File: config.mk
export PLATFORM = sky130hd
export DESIGN_NAME = mem_stage
export DESIGN_NICKNAME = d
export VERILOG_FILES = /design/src/rtl/mem_stage.sv
export SDC_FILE = /design/constraint.sdc
export NUM_CORES = 1
export LEC_CHECK = 0
export CORE_ASPECT_RATIO = 0.7
export CORE_MARGIN = 2
export CORE_UTILIZATION = 43
export CTS_BUF_LIST = sky130_fd_sc_hd__clkbuf_4
export DETAILED_ROUTE_END_ITERATION = 12
export PLACE_DENSITY = 0.83
export SKIP_LAST_GASP = 1
export SLEW_MARGIN = 20
export SYNTH_ARGS = -nofsm -noshare
export SYNTH_HDL_FRONTEND = slang
export SYNTH_SLANG_ARGS = --single-unit
File: constraint.sdc
create_clock -name clk -period 2.4 [get_ports clk]
set_input_delay 0.24 -clock clk [delete_from_list [all_inputs] [get_ports clk]]
set_output_delay 0.24 -clock clk [all_outputs]
set_load 0.05 [all_outputs]
File: src/rtl/mem_stage.sv
// Memory-access stage: dcache request/response handshake, store lane alignment,
// load extraction and the MEM/WB register. Optional macro: MEM_MISALIGN_TRAP_EN.
// exmem_ctrl_word layout: [0] mem_read, [1] mem_write, [7:2] carried to writeback.
module mem_stage (
  input  logic        clk,
  input  logic        rst,
  input  logic        exmem_valid,
  input  logic [31:0] exmem_instruction,
  input  logic [7:0]  exmem_ctrl_word,
  input  logic [31:0] exmem_alu_out,
  input  logic        exmem_br_en,
  input  logic [31:0] exmem_rs2_out,
  input  logic [31:0] exmem_pc,
  input  logic        ext_stall,
  output logic        dmem_read,
  output logic        dmem_write,
  output logic [31:0] dmem_address,
  output logic [31:0] dmem_wdata,
  output logic [3:0]  dmem_mbe,
  input  logic [31:0] dmem_rdata,
  input  logic        dmem_resp,
  output logic        mem_stall,
  output logic        misalign,
  output logic        memwb_valid,
  output logic [31:0] memwb_instruction,
  output logic [7:0]  memwb_ctrl_word,
  output logic [31:0] memwb_alu_out,
  output logic        memwb_br_en,
  output logic [31:0] memwb_pc,
  output logic [31:0] memwb_rdata
);

  typedef enum logic [1:0] {IDLE, WAIT, DONE} state_t;

  state_t      state, next_state;
  logic [2:0]  funct3;
  logic [1:0]  off;
  logic        mem_read, mem_write, mem_op, misaligned, req;
  logic [31:0] held_rdata, src_rdata, load_data;
  logic [7:0]  sel_byte;
  logic [15:0] sel_half;
  logic        unused_bits;

  assign funct3    = exmem_instruction[14:12];
  assign off       = exmem_alu_out[1:0];
  assign mem_read  = exmem_ctrl_word[0];
  assign mem_write = exmem_ctrl_word[1];
  assign mem_op    = mem_read | mem_write;

  assign misaligned = mem_op & (((funct3[1:0] == 2'b01) && (off == 2'b11)) ||
                                ((funct3[1:0] == 2'b10) && (off != 2'b00)));

  assign req        = rst & exmem_valid & mem_op & ~misaligned & (state != DONE);
  assign dmem_read  = req & mem_read;
  assign dmem_write = req & mem_write;
  assign mem_stall  = req & ~dmem_resp;

  assign dmem_address = {exmem_alu_out[31:2], 2'b00};
  assign unused_bits  = ^{exmem_instruction[31:15], exmem_instruction[11:0]};

  always_comb begin
    dmem_mbe   = 4'b1111;
    dmem_wdata = exmem_rs2_out << {off, 3'b000};
    if (mem_write) begin
      case (funct3[1:0])
        2'b00:   dmem_mbe = 4'b0001 << off;
        2'b01:   dmem_mbe = 4'b0011 << off;
        default: begin
          dmem_mbe   = 4'b1111;
          dmem_wdata = exmem_rs2_out;
        end
      endcase
    end
  end

  // Once the response is parked in DONE, extraction reads the held copy.
  assign src_rdata = (state == DONE) ? held_rdata : dmem_rdata;
  assign sel_byte  = 8'(src_rdata >> {off, 3'b000});
  assign sel_half  = off[1] ? src_rdata[31:16] : src_rdata[15:0];

  always_comb begin
    load_data = '0;
    if (mem_read && !misaligned) begin
      case (funct3)
        3'b000:  load_data = {{24{sel_byte[7]}}, sel_byte};
        3'b001:  load_data = {{16{sel_half[15]}}, sel_half};
        3'b100:  load_data = {24'h0, sel_byte};
        3'b101:  load_data = {16'h0, sel_half};
        default: load_data = src_rdata;
      endcase
    end
  end

  always_comb begin
    next_state = state;
    case (state)
      IDLE: if (req) begin
        if (!dmem_resp)     next_state = WAIT;
        else if (ext_stall) next_state = DONE;
      end
      WAIT: if (dmem_resp)  next_state = ext_stall ? DONE : IDLE;
      DONE: if (!ext_stall) next_state = IDLE;
      default:              next_state = IDLE;
    endcase
  end

  always_ff @(posedge clk) begin
    if (!rst) begin
      state             <= IDLE;
      held_rdata        <= '0;
      memwb_valid       <= 1'b0;
      memwb_instruction <= '0;
      memwb_ctrl_word   <= '0;
      memwb_alu_out     <= '0;
      memwb_br_en       <= 1'b0;
      memwb_pc          <= '0;
      memwb_rdata       <= '0;
    end else begin
      state <= next_state;
      if (next_state == DONE && state != DONE)
        held_rdata <= dmem_rdata;
      if (!ext_stall) begin
        if (mem_stall) begin
          memwb_valid <= 1'b0;
        end else begin
          memwb_valid       <= exmem_valid;
          memwb_instruction <= exmem_instruction;
          memwb_ctrl_word   <= exmem_ctrl_word;
          memwb_alu_out     <= exmem_alu_out;
          memwb_br_en       <= exmem_br_en;
          memwb_pc          <= exmem_pc;
          memwb_rdata       <= load_data;
        end
      end
    end
  end

`ifdef MEM_MISALIGN_TRAP_EN
  always_ff @(posedge clk) begin
    if (!rst)
      misalign <= 1'b0;
    else if (!ext_stall)
      misalign <= ~mem_stall & exmem_valid & misaligned;
  end
`else
  assign misalign = 1'b0;
`endif

endmodule

Yosys cells after proc, flatten, opt, wreduce, memory -nomap -nowiden
Index checks and enable logic that the tools add are counted.
Widths: inputs -> output; s select.

storage, ports and cells
  flip-flop bits (word level) = 172
  input port bits = 174
  output and inout bits = 210
  word-level logic and storage cells = 64

cells by class
  equality and inequality tests = 10
  shift operators = 4
  muxes and demuxes = 16
  bitwise gates (word level) = 13
  reductions and logical operators = 12

operators with widths
  kind                 number
  $mux 32              4
  $pmux 32 s4          1
  $shl 32x5->32        1
  $shr 32x5->8         1
  $mux 16              1
  $mux 2               6
  $and 1x1->1          8
  $eq 2x2->1 const B   4
  $pmux 4 s2           1
  $eq 3x3->1 const B   2
  $pmux 2 s3           1
  $eq 2x1->1 const B   2
  $logic_and 1x1->1    4
  $logic_not 2->1      2
  $mux 4               1
  $not 1->1            4
  $shl 1x2->4 const A  1
  $shl 2x2->4 const A  1
  $eq 3x1->1 const B   1
  $logic_not 3->1      1
  $ne 2x2->1 const B   1
  $reduce_and 2->1     1
  $reduce_bool 2->1    1
  $reduce_or 2->1      1
  4 further kinds      4

Longest topological paths before layout
  word-level depth = 11
  mapped depth = 9
  gate-level depth less buffers = 5

Worst setup path after synthesis
OpenSTA, ideal clock, no wires.

  path kind = input to output
  start point = input port exmem_alu_out[1]
  end point = output port dmem_wdata[30]
  data arrival time = 2.465 ns
  required time = 2.160 ns
  path slack = -0.305 ns
  stages = 7
  path buffers = 4
  path through = buf_2 buf_2 clkbuf_1 buf_2 and3_1 a21oi_1 o21ai_0

on the way
  cells in the longest elaborated chain, start to end = 3

RTL lines
  element             RTL line  RTL
  start: declaration  10        input logic [31:0] exmem_alu_out,
  $shl 32x5->32 (*)   63        dmem_wdata = exmem_rs2_out << {off, 3'b000};
  $mux 32             65        case (funct3[1:0])
  $mux 32 (*)         64        if (mem_write) begin
  end: declaration    18        output logic [31:0] dmem_wdata,

Every way passes the cells marked *; elsewhere a longest branch is shown, timed or not.

Worst setup path after layout
  start point = register state[0]
  end point = output port dmem_read

on the way
  cells in the longest elaborated chain, start to end = 3

RTL lines
  element                   RTL line  RTL
  start: declaration        35        state_t state, next_state;
  start signal: assignment  119       state <= next_state;
  $ne 2x2->1                53        assign req = rst & exmem_valid & mem_op & ~misaligned & (state != DONE);
  $and 1x1->1               53
  $and 1x1->1               54        assign dmem_read = req & mem_read;
  end: declaration          15        output logic dmem_read,

Every way passes these cells.

==> out/metrics.yaml <==
floorplanning:
  core-area_um2: 19020
  rows: 42
  die_area_um2: 20680
  die_y_um: 120.9
  start_util: 0.4414
  fp.dieW_um: 171.0
  num_io_pins: 384
timing:
  worst_pin_slew_ns: 0.6583
  hold_slack_ns: 0.2075
  fin_crit_sh: 0.9499
  max_slew_margin: 0.5612
  rsz0062_at_grt: "true"
  maxSlewViolCount: 0
  setup_violations: 0
  fin_skew_ns: 0.02135
  max_freq_mhz: 438.7
  fin_crit_ns: 2.280
  hold_viol: 0
  fin_ws_ns: 0.1203
synth:
  ys_warn_count: 0
  async_flop_share: 0
  synth_cell_type_count: 48
  ys_seq_area_frac: 0.4101
  syn_inst: 1091
  ys.flop_type: "dfxtp_1"
  syn-cell-area_um2: 8397
  yosys_register_bits: 172
  synth-edff-count: 0
  avgSynthCellArea_um2: 7.696
power_and_ir_drop:
  ir_drop_uv: 313.2
  seqPwrFrac: 0.426
  power_density_nw_per_um2: 549.5
  p_leak_nw: 5.067
  switchingPower_w: 0.002613
  p_int_w: 0.004590
  sw_frac_of_total: 0.3628
  combPwrFrac: 0.328
  p_clk_frac: 0.246
worst_setup_path:
  cp.depth: 6
  critPathCapture: "dmem_read"
  worstPathRequired_ns: 2.16
  path_delay_family: "buffers and inverters"
  endpoint_kind: "output port"
  cp_slowest_stage_delay_ns: 0.36
  r2r-end: "memwb_rdata[20]"
  cp.arrival_ns: 2.04
  crit_path_start: "state[0]"
  rr_startpoint: "state[1]"
  critPathLaunchType: "flop"
  critPathBufInv: 3
  path_cells: "buf_6 > and2b_2 > a2111oi_4 > buf_4 > and2_4 > buf_12"
  critPathKind: "reg -> out"
  cp_max_fo: 4
  ff2ff_path_depth: 5
  ff2ff_setup_slack_ns: 0.22
  slowest_stage: "dfxtp_2"
status:
  outcome: "finished, final reports clean"
global_route:
  antenna_found_initial: 0
  grt_pass1_vias: 8473
  grt_start_max_net_pins: 178
  grt_usage: 0.2830
  grt-ovfl-total: 0
  grt_pass1_wl_mm: 45.73
clock_network:
  clk_pin_slew_worst_paths_ns: 0.16
  ctsHoldBuffers: 0
  clock_latency_ns: 0.57
  cts.sinks: 172
  max-clock-path-buffers: 2
  cts_root_buf: "clkbuf_4"
  tritoncts: "built"
  h-tree-depth: 4
  numCtsBuffers: 17
finish:
  layout.nets: 1609
  insertedDiodeCount: 0
  drive_gt1_frac: 0.1070
  area_delta_synth_final_pct: 56.10
  mostFrequentLayoutCells: "341 x nand2_1, 339 x clkdlybuf4s50_1, 171 x dfxtp_1"
  final_common_cell: "nand2_1"
  fillers: 1564
detailed_routing:
  vias: 9008
  drt-initial-drc-count: 798
  finalWirelength_mm: 30.23
  drt-pass1-iter-count: 7
  ant_nets: 0
  vias_per_cell: 5.262
  wl_per_cell_um: 17.66
  drc: 0
placement:
  dp_hpwl_mm: 23.07
  port_buffers: 380
  pre_cts_slack_ns: -0.06081
  place_congestion: 0.9139
min_path:
  hp-class: "in -> reg"
flow_run:
  cap_violations: 0
==> cells by family after synthesis <==
logic type | after synthesis | synth area share
buffers and inverters | 123 | 0.07689
flip-flops | 172 | 0.4101
multiplexers | 26 | 0.03606
AND/OR/NAND/NOR | 481 | 0.2453
other | 1 | 0.0004466
AO/OA/AOI/OAI | 288 | 0.2313
==> through the flow <==
step	cell area, um^2	setup TNS (ns)	power [W]	cells	utilization
after floorplan	8404	-0.8252	0.004436	1093	-
after global placement	12780	0	0.005451	1678	0.6719
after detailed placement	12780	-1.013	0.005478	1678	0.6719
after CTS	13080	0	0.007222	1711	0.6875
after global routing	13110	-0.02978	0.007490	1712	0.6890
final	13110	0	0.007202	1712	0.6890
==> Yosys cell counts, types with 4 or more instances <==
cell type  count  area [um^2]
nand2_1      341         1280
dfxtp_1      172         3443
a21boi_0     105        788.3
o21ai_0       77        385.4
nand3_1       60        300.3
clkbuf_1      52        195.2
a21oi_1       40        200.2
buf_4         37        277.8
nor2b_1       24        150.1
buf_2         21        105.1
mux2i_1       19        190.2
a22oi_1       17        127.6
and2_1        15        93.84
nor2_1        15        56.30
and3_1        10        62.56
a31oi_1        9        56.30
a32o_1         7        70.07
buf_1          6        22.52
a21o_1         5        37.54
a222oi_1       4        40.04
inv_1          4        15.01
mux2_2         4        45.04
nand2b_1       4        25.02
o21ai_1        4        20.02
==> routing by layer <==
layer | up-vias | GRT usage | wire [um]
met2 | 442 | 0.4609 | 14210
li1 | 4360 | - | -
met5 | - | 0 | 0
met1 | 4144 | 0.3472 | 12130
met4 | 0 | 0.09269 | 836
met3 | 62 | 0.1034 | 3063
==> repair_timing <==
| item | 4_1_cts | 5_1_grt |
|---|---|---|
| gates resized for setup | 0 | 7 |
| setup buffers | 1 | 1 |
| endpoints found under the setup margin | 2 | 19 |
| gates cloned | 0 | 0 |
| pin swaps | 1 | 3 |
==> power groups by stage <==
stage               Combinational (W)  Sequential [W]  Clock [W]
finish                        0.00236         0.00307    0.00177
global route                  0.00248         0.00309    0.00192
CTS                           0.00236         0.00307    0.00180
detailed placement            0.00235         0.00313          0
global placement              0.00233         0.00312          0
floorplan                    0.000879         0.00356          0
==> how the worst min path moves through the flow <==
stage                                  to  slack [ns]  cells past startpoint       startpoint
after CTS                    memwb_pc[22]        0.18                      3     exmem_pc[22]
after detailed placement  memwb_rdata[28]        0.44                      2  memwb_rdata[28]
after floorplan                  state[0]        0.32                      1        dmem_resp
final                        memwb_pc[26]        0.21                      3     exmem_pc[26]
after global placement    memwb_rdata[27]        0.43                      2  memwb_rdata[27]
after global routing         memwb_pc[22]        0.15                      3     exmem_pc[22]
==> layout make-up <==
class,instances,area (um^2),share of cell area
clock buffer,17,127.6,0.009736
clock inverter,15,161.4,0.01231
inverter,5,18.77,0.001432
multi-input combinational,798,4364,0.3330
sequential,172,3445,0.2628
tap,264,330.3,0.02520
timing repair buffer,441,4661,0.3556
==> worst reg2reg max path, delay by kind of cell (launching register included) <==
kind	cells	cell delay (ns)
muxes	1	0.26
and+or+nand+nor	1	0.30
AOI/OAI and AO/OA	3	1.12
DFF	1	0.45
==> registers in the layout, indices dropped and copies added, names as in the netlist <==
| name | count |
|---|---|
| memwb_valid | 1 |
| memwb_rdata | 32 |
| memwb_ctrl_word | 8 |
| memwb_alu_out | 32 |
| held_rdata | 32 |
| memwb_br_en | 1 |
| memwb_pc | 32 |
| state | 2 |
| memwb_instruction | 32 |
(Power assumes the default switching activity.)
